[src/rtl/waterfall_row_writer_pkg.sv]
// Shared waterfall definitions: FSM encoding and default geometry used by the
// row writer, the LCD driver and the framebuffer RAM.
package waterfall_pkg;

    localparam int DEF_WIDTH        = 320;
    localparam int DEF_HEIGHT       = 240;
    localparam int DEF_SAMPLE_WIDTH = 12;
    localparam int DEF_PIX_WIDTH    = 8;
    localparam int DEF_ADDR_WIDTH   = 17;

    typedef enum logic [1:0] {
        CLEAR      = 2'd0,
        FILL       = 2'd1,
        WAIT_BLANK = 2'd2,
        COMMIT     = 2'd3
    } wf_state_e;

    // Address width for a table of v entries, never narrower than one bit.
    function automatic int clog2_min1(input int v);
        return (v > 1) ? $clog2(v) : 1;
    endfunction

endpackage

[src/rtl/waterfall_row_writer_line_buffer.sv]
// Single-row staging store: one write port, one registered read port (1-cycle latency).
module line_buffer #(
    parameter int DEPTH = 320,
    parameter int DW    = 8,
    parameter int AW    = 9
) (
    input  logic          clk,
    input  logic          we,
    input  logic [AW-1:0] waddr,
    input  logic [DW-1:0] wdata,
    input  logic          re,
    input  logic [AW-1:0] raddr,
    output logic [DW-1:0] rdata
);

    logic [DW-1:0] mem [DEPTH];

    // Write port; no reset so the array maps onto block RAM.
    always_ff @(posedge clk) begin
        if (we) begin
            mem[waddr] <= wdata;
        end
    end

    // Synchronous read port.
    always_ff @(posedge clk) begin
        if (re) begin
            rdata <= mem[raddr];
        end
    end

endmodule

[src/rtl/waterfall_row_writer.sv]
// Decimates ADC samples into waterfall rows, stages each row in a line buffer
// and copies it into the framebuffer during display blanking.
module waterfall_row_writer
    import waterfall_pkg::*;
#(
    parameter int WIDTH        = DEF_WIDTH,
    parameter int HEIGHT       = DEF_HEIGHT,
    parameter int SAMPLE_WIDTH = DEF_SAMPLE_WIDTH,
    parameter int PIX_WIDTH    = DEF_PIX_WIDTH,
    parameter int DECIMATE     = 1,
    parameter int ADDR_WIDTH   = DEF_ADDR_WIDTH
) (
    input  logic                       clk,
    input  logic                       resetn,
    input  logic                       sample_valid,
    input  logic [SAMPLE_WIDTH-1:0]    sample_data,
    input  logic                       frame_blank,
    output logic                       fb_wen,
    output logic [ADDR_WIDTH-1:0]      fb_addr,
    output logic [PIX_WIDTH-1:0]       fb_wdata,
    output logic [$clog2(HEIGHT)-1:0]  top_row,
    output logic                       row_done,
    output logic                       clear_done,
    output logic                       overflow
);

    localparam int ROW_W = $clog2(HEIGHT);
    localparam int LB_AW = clog2_min1(WIDTH);
    localparam int CW    = $clog2(WIDTH + 1);
    localparam int DW    = $clog2(DECIMATE + 1);

    localparam logic [ADDR_WIDTH-1:0] CLR_LAST  = ADDR_WIDTH'(WIDTH * HEIGHT - 1);
    localparam logic [ADDR_WIDTH-1:0] ROW_STEP  = ADDR_WIDTH'(WIDTH);
    localparam logic [CW-1:0]         COL_END   = CW'(WIDTH);
    localparam logic [CW-1:0]         COL_LAST  = CW'(WIDTH - 1);
    localparam logic [LB_AW-1:0]      LB_LAST   = LB_AW'(WIDTH - 1);
    localparam logic [DW-1:0]         DEC_LAST  = DW'(DECIMATE - 1);
    localparam logic [ROW_W-1:0]      ROW_LAST  = ROW_W'(HEIGHT - 1);

    wf_state_e               state_q,      state_d;
    logic [ADDR_WIDTH-1:0]   clr_cnt_q,    clr_cnt_d;
    logic [CW-1:0]           col_q,        col_d;
    logic [DW-1:0]           dec_cnt_q,    dec_cnt_d;
    logic [SAMPLE_WIDTH-1:0] acc_q,        acc_d;
    logic [ROW_W-1:0]        write_row_q,  write_row_d;
    logic [ADDR_WIDTH-1:0]   row_base_q,   row_base_d;
    logic                    pend_q,       pend_d;
    logic [LB_AW-1:0]        pend_col_q,   pend_col_d;
    logic                    last_q,       last_d;
    logic                    fb_wen_q,     fb_wen_d;
    logic [ADDR_WIDTH-1:0]   fb_addr_q,    fb_addr_d;
    logic [PIX_WIDTH-1:0]    fb_wdata_q,   fb_wdata_d;
    logic [ROW_W-1:0]        top_row_q,    top_row_d;
    logic                    row_done_q,   row_done_d;
    logic                    clear_done_q, clear_done_d;
    logic                    overflow_q,   overflow_d;

    logic                    lb_we_s;
    logic [LB_AW-1:0]        lb_waddr_s;
    logic [PIX_WIDTH-1:0]    lb_wdata_s;
    logic                    lb_re_s;
    logic [LB_AW-1:0]        lb_raddr_s;
    logic [PIX_WIDTH-1:0]    lb_rdata_s;
    logic [SAMPLE_WIDTH-1:0] samp_max_s;
    logic [ROW_W-1:0]        next_row_s;
    logic [ADDR_WIDTH-1:0]   next_base_s;

    line_buffer #(
        .DEPTH (WIDTH),
        .DW    (PIX_WIDTH),
        .AW    (LB_AW)
    ) u_line_buffer (
        .clk   (clk),
        .we    (lb_we_s),
        .waddr (lb_waddr_s),
        .wdata (lb_wdata_s),
        .re    (lb_re_s),
        .raddr (lb_raddr_s),
        .rdata (lb_rdata_s)
    );

    // Next-state and registered-output computation for the whole writer.
    always_comb begin
        state_d      = state_q;
        clr_cnt_d    = clr_cnt_q;
        col_d        = col_q;
        dec_cnt_d    = dec_cnt_q;
        acc_d        = acc_q;
        write_row_d  = write_row_q;
        row_base_d   = row_base_q;
        pend_d       = 1'b0;
        pend_col_d   = pend_col_q;
        last_d       = 1'b0;
        fb_wen_d     = 1'b0;
        fb_addr_d    = fb_addr_q;
        fb_wdata_d   = fb_wdata_q;
        top_row_d    = top_row_q;
        row_done_d   = 1'b0;
        clear_done_d = clear_done_q | (state_q != CLEAR);
        overflow_d   = overflow_q;
        lb_we_s      = 1'b0;
        lb_waddr_s   = col_q[LB_AW-1:0];
        lb_re_s      = 1'b0;
        lb_raddr_s   = col_q[LB_AW-1:0];

        samp_max_s   = (sample_data > acc_q) ? sample_data : acc_q;
        lb_wdata_s   = samp_max_s[SAMPLE_WIDTH-1 -: PIX_WIDTH];
        next_row_s   = (write_row_q == ROW_LAST) ? '0 : write_row_q + ROW_W'(1);
        next_base_s  = (write_row_q == ROW_LAST) ? '0 : row_base_q + ROW_STEP;

        unique case (state_q)
            CLEAR: begin
                fb_wen_d   = 1'b1;
                fb_addr_d  = clr_cnt_q;
                fb_wdata_d = '0;
                if (clr_cnt_q == CLR_LAST) begin
                    clr_cnt_d = '0;
                    state_d   = FILL;
                end else begin
                    clr_cnt_d = clr_cnt_q + ADDR_WIDTH'(1);
                end
            end
            FILL: begin
                if (sample_valid) begin
                    if (dec_cnt_q == DEC_LAST) begin
                        lb_we_s   = 1'b1;
                        acc_d     = '0;
                        dec_cnt_d = '0;
                        if (col_q == COL_LAST) begin
                            col_d   = '0;
                            state_d = WAIT_BLANK;
                        end else begin
                            col_d = col_q + CW'(1);
                        end
                    end else begin
                        acc_d     = samp_max_s;
                        dec_cnt_d = dec_cnt_q + DW'(1);
                    end
                end else begin
                    acc_d = acc_q;
                end
            end
            WAIT_BLANK: begin
                overflow_d = overflow_q | sample_valid;
                if (frame_blank) begin
                    col_d   = '0;
                    state_d = COMMIT;
                end else begin
                    state_d = WAIT_BLANK;
                end
            end
            COMMIT: begin
                overflow_d = overflow_q | sample_valid;
                if (last_q) begin
                    write_row_d = next_row_s;
                    row_base_d  = next_base_s;
                    top_row_d   = next_row_s;
                    row_done_d  = 1'b1;
                    col_d       = '0;
                    state_d     = FILL;
                end else if (frame_blank) begin
                    if (pend_q) begin
                        fb_wen_d   = 1'b1;
                        fb_addr_d  = row_base_q + ADDR_WIDTH'(pend_col_q);
                        fb_wdata_d = lb_rdata_s;
                        last_d     = (pend_col_q == LB_LAST);
                    end else begin
                        last_d = 1'b0;
                    end
                    if (col_q != COL_END) begin
                        lb_re_s    = 1'b1;
                        pend_d     = 1'b1;
                        pend_col_d = col_q[LB_AW-1:0];
                        col_d      = col_q + CW'(1);
                    end else begin
                        col_d = col_q;
                    end
                end else begin
                    // Blank ended with a read in flight: drop it and re-read that index later.
                    if (pend_q) begin
                        col_d = CW'(pend_col_q);
                    end else begin
                        col_d = col_q;
                    end
                end
            end
            default: begin
                state_d = CLEAR;
            end
        endcase
    end

    // All writer state and registered outputs.
    always_ff @(posedge clk or negedge resetn) begin
        if (!resetn) begin
            state_q      <= CLEAR;
            clr_cnt_q    <= '0;
            col_q        <= '0;
            dec_cnt_q    <= '0;
            acc_q        <= '0;
            write_row_q  <= '0;
            row_base_q   <= '0;
            pend_q       <= 1'b0;
            pend_col_q   <= '0;
            last_q       <= 1'b0;
            fb_wen_q     <= 1'b0;
            fb_addr_q    <= '0;
            fb_wdata_q   <= '0;
            top_row_q    <= '0;
            row_done_q   <= 1'b0;
            clear_done_q <= 1'b0;
            overflow_q   <= 1'b0;
        end else begin
            state_q      <= state_d;
            clr_cnt_q    <= clr_cnt_d;
            col_q        <= col_d;
            dec_cnt_q    <= dec_cnt_d;
            acc_q        <= acc_d;
            write_row_q  <= write_row_d;
            row_base_q   <= row_base_d;
            pend_q       <= pend_d;
            pend_col_q   <= pend_col_d;
            last_q       <= last_d;
            fb_wen_q     <= fb_wen_d;
            fb_addr_q    <= fb_addr_d;
            fb_wdata_q   <= fb_wdata_d;
            top_row_q    <= top_row_d;
            row_done_q   <= row_done_d;
            clear_done_q <= clear_done_d;
            overflow_q   <= overflow_d;
        end
    end

    assign fb_wen     = fb_wen_q;
    assign fb_addr    = fb_addr_q;
    assign fb_wdata   = fb_wdata_q;
    assign top_row    = top_row_q;
    assign row_done   = row_done_q;
    assign clear_done = clear_done_q;
    assign overflow   = overflow_q;

endmodule

[config.mk]
export PLATFORM = sky130hd
export DESIGN_NAME = waterfall_row_writer
export DESIGN_NICKNAME = d
export VERILOG_FILES = /design/src/rtl/waterfall_row_writer_pkg.sv /design/src/rtl/waterfall_row_writer_line_buffer.sv /design/src/rtl/waterfall_row_writer.sv
export SDC_FILE = /design/constraint.sdc
export NUM_CORES = 2
export LEC_CHECK = 0
export CORE_MARGIN = 8
export CORE_UTILIZATION = 36
export CTS_CLUSTER_SIZE = 24
export DETAILED_ROUTE_END_ITERATION = 6
export HOLD_SLACK_MARGIN = 0.02
export PLACE_DENSITY = 0.54
export SYNTH_ARGS = -nofsm -noshare
export SYNTH_HDL_FRONTEND = slang
export SYNTH_SLANG_ARGS = --single-unit
export TNS_END_PERCENT = 30
[constraint.sdc]
create_clock -name clk -period 5.5 [get_ports clk]
set_clock_uncertainty 0.15 [all_clocks]
set_input_delay 0.55 -clock clk [delete_from_list [all_inputs] [get_ports clk]]
set_output_delay 0.55 -clock clk [all_outputs]
set_load 0.005 [all_outputs]
==> impl_results.md <==
* Clock buffer count from CTS at 287
* Port bufs at 48
* Place WS at 1.125 ns
* Number of library cell types mapped by synthesis at 82
* Max Fclk at 0.2211 GHz
* Die width at 554.2 um
* GRT Residual Overflow at 0
* Relative max-transition margin at 0.1304
* Final WL at 285.8 mm
* CP startpoint kind: flip-flop
* CTS clk-pin slew, worst paths at 0.06 ns
* Mapped Cells at 5117
* Tmin final at 4.523 ns
* Crit path max-delay family: compound AO/OA/AOI/OAI gates
* Initial Utilization at 0.3619
* Setup TNS at 0 ns
* Pin count of the biggest net entering global routing at 185
* Nets at 5392
* Worst setup margin at 0.9769 ns
* Routed wire per std cell at 30.52 um
* Initial antenna violation count at 10
* # setup viols final at 0
* Worst Setup Path Type: flip-flop to flip-flop
* Layout cells sized above 1 at 0.2137
* # DRC at 0
* Ordered list of cells on the worst path: buf_12 > buf_12 > nor2_2 > buf_4 > a22oi_1 > nand3_1 > nand4_1 > o311ai_1 > a21oi_1
* Detailed placement HPWL at 174.9 mm
* Cell area after synthesis at 104300 um2
* Io pins at 53
* First DRT Iteration DRCs at 6143
* Data required time of the worst path at 5.93 ns
* Remaining antenna violation count at 0
* Slew @ Worst Pin at 1.300 ns
* FFs w/ async S/R, synth at 0.03277
* Worst hold path type: input port to flip-flop
* Pwr/cell area at 352.9 nW/um2
* RSZ-0062 raised after global routing: no
* All-Layer GR Usage at 0.1802
* Status: finished, final reports clean
* Avg Inst Size Synth at 20.38 um2
* Core Footprint at 288100 um2
* Rows at 197
* Worst-skew pair later-pin latency at 0.85 ns
* Worst hold slack at 0.03603 ns
* Total of max-cap violations at 0
* Post-CTS Setup Inserts at 0
* Syn Nets at 5147
* EDFF count, synth at 2568
* WP buf/inv at 3
* Power Total at 41.83 mW
* Slowest Stage Delay on Critical Path at 0.78 ns
* Chip Height at 554.2 um
* Pleak at 36.22 nW
* WP data arrival at 4.95 ns
* Fin crit share at 0.8224
* Final Util at 0.4114
* Synth Warn # at 0
* Crit path top cell by count: buf_12
* Vias per cell at 5.601
* Slowest cell on the critical path: o311ai_1
* Die Area at 307100 um2
* Clock Path Buffers at 4
* CTS root buffer: clkbuf_16
* Clock sink count at 2655
* First-pass GRT wire length at 403.4 mm
* Vias in the first global route at 52834
* GPL Wtd Cong at 0.8677
* CP Capture Type: flip-flop
* Area grow syn2layout at 13.68%
* Count of final hold-check violations at 0
* #FFs+latches synth at 2655
* CTS tree: done
* Synth Flop Type: edfxtp_1
* H-tree lvl count at 5
* Worst-path fanout max at 33
* Worst IR drop on VDD at 0.2437 mV
* Seq/Total Area, Yosys at 0.7604
* Total iterations of the first detailed-routing run at 5
* Detailed-route via count at 52444
* Fin. max-slew vios at 0
-- registers in the layout, indices dropped and copies added, names as in the netlist, 2 cells and up --
register	flops
row_base_q	11
fb_wdata	8
state_q	2
clr_cnt_q	17
col_q	9
pend_col_q	9
u_line_buffer.mem	2560
u_line_buffer.rdata	8
top_row	8
fb_addr	17
-- final timing paths --
path / endpoint / start / slack (ns) / cells after the start
max in group asynchronous: col_q[1] / resetn / 3.99 / 3
min in group asynchronous: fb_addr[16] / resetn / 0.06 / 2
max: u_line_buffer.rdata[2] / col_q[0] / 0.98 / 9
min reg2reg: clear_done / clear_done / 0.32 / 1
max reg2reg: u_line_buffer.rdata[2] / col_q[0] / 0.98 / 9
min: u_line_buffer.mem[25][3] / sample_data[7] / 0.04 / 1
-- cell type report --
class | count | area (um2)
Clock inverter | 155 | 1558
Fill cell | 25240 | 169600
Clock buffer | 350 | 7522
Multi-Input combinational cell | 2129 | 22740
Inverter | 15 | 63.81
Sequential cell | 2655 | 79310
Tap cell | 3781 | 4731
Timing Repair Buffer | 274 | 2613
Antenna cell | 4 | 10.01
-- cells by family after synthesis --
| group | synth area share |
|---|---|
| XOR/XNOR | 0.002856 |
| AND/OR/NAND/NOR | 0.03407 |
| AO/OA/AOI/OAI | 0.03393 |
| flip-flops | 0.7604 |
| buffers and inverters | 0.02241 |
| adder cells (fa/ha/maj) | 0.001680 |
| multiplexers | 0.1446 |
-- synthesized netlist by cell type, drive strengths merged (7+ instances only) --
cell type  count  area share
nand3         57      0.0028
dfrtp         87       0.021
a32oi         17      0.0014
a211oi        13     0.00094
nor3          34      0.0016
edfxtp      2568        0.74
xnor2         14      0.0012
o22a          20      0.0017
mux2          10      0.0011
o22ai         84      0.0050
nand4         17      0.0010
o221ai        21      0.0018
a22oi         77      0.0055
a21oi         91      0.0044
a221oi        22      0.0019
o21ai         67      0.0032
nor4           9     0.00054
nor2         417       0.015
a22o          25      0.0021
or4            8     0.00058
a31oi         15     0.00090
xor2          20      0.0017
nand3b         9     0.00065
clkbuf       108      0.0041
inv           13     0.00052
nand2        184      0.0067
nand2b        12     0.00072
or3            7     0.00042
o211ai        26      0.0019
a2111oi        8     0.00073
mux2i        161       0.015
and2           8     0.00048
mux4         581        0.13
buf          207       0.017
nor2b         21      0.0013
ha            14      0.0017
o2111ai       10     0.00084
and3          16     0.00096
-- per-layer routing --
layer  global-route usage  share of wire  vias to the layer above  wire length [um]
li1                     -              -                    21681                 -
met1               0.2500           0.42                    28204            119500
met2               0.2927           0.48                     2053            136900
met3              0.02864          0.067                      506             19120
met4              0.05776          0.036                        0             10310
met5                    0              0                        -                 0
-- where the power goes --
group | leakage, nW | internal, mW | switching (mW)
logic | 7.57 | 0.223 | 0.568
registers | 24.2 | 22.2 | 0.00907
clock network | 4.41 | 10.9 | 7.95
total | 36.2 | 33.3 | 8.52
-- repair_timing --
| action | 4_1_cts | 5_1_grt |
|---|---|---|
| gates resized for setup | 0 | 0 |
| endpoints found under the hold margin | 74 | 0 |
| hold buffers | 3 | 0 |
-- cell usage in the layout (no fill, tap or decap), types with 16 or more instances in the layout --
| master | Yosys | layout |
|---|---|---|
| clkdlybuf4s50_1 | 0 | 39 |
| nand4_1 | 17 | 17 |
| a221oi_1 | 21 | 21 |
| mux4_2 | 509 | 509 |
| clkbuf_1 | 104 | 56 |
| a21oi_1 | 91 | 90 |
| a22oi_1 | 77 | 77 |
| mux2i_1 | 161 | 161 |
| buf_12 | 12 | 31 |
| nor2_1 | 417 | 413 |
| mux4_1 | 72 | 72 |
| nand3_1 | 56 | 56 |
| bufinv_16 | 0 | 24 |
| and3_1 | 16 | 16 |
| a32oi_1 | 17 | 17 |
| o211ai_1 | 25 | 25 |
| dfrtp_1 | 87 | 81 |
| nand2_2 | 2 | 18 |
| buf_4 | 50 | 192 |
| clkbuf_16 | 0 | 290 |
| xor2_1 | 20 | 20 |
| nor3_1 | 34 | 34 |
| o21ai_0 | 66 | 66 |
| clkinv_2 | 0 | 38 |
| o221ai_1 | 20 | 20 |
| clkinv_1 | 2 | 63 |
| edfxtp_1 | 2568 | 2568 |
| o22a_1 | 19 | 19 |
| a22o_1 | 25 | 25 |
| o22ai_1 | 84 | 84 |
| nand2_1 | 182 | 166 |
-- metrics by stage --
stage          instances  instance area [um2]
6_report            9363               118500
5_1_grt             9361               118500
3_5_place_dp        8851               109400
4_1_cts             9359               118500
3_3_place_gp        8850               109400
2_1_floorplan       5117               104300
-- worst reg2reg max path, stage by stage, from the launching register on --
cell      delay (ns)
dfrtp_4         0.76
buf_12          0.39
buf_12          0.22
nor2_2          0.55
buf_4           0.41
a22oi_1         0.31
nand3_1         0.36
nand4_1         0.18
o311ai_1        0.78
a21oi_1         0.14
Note: power is estimated with default switching activity, not from simulation.
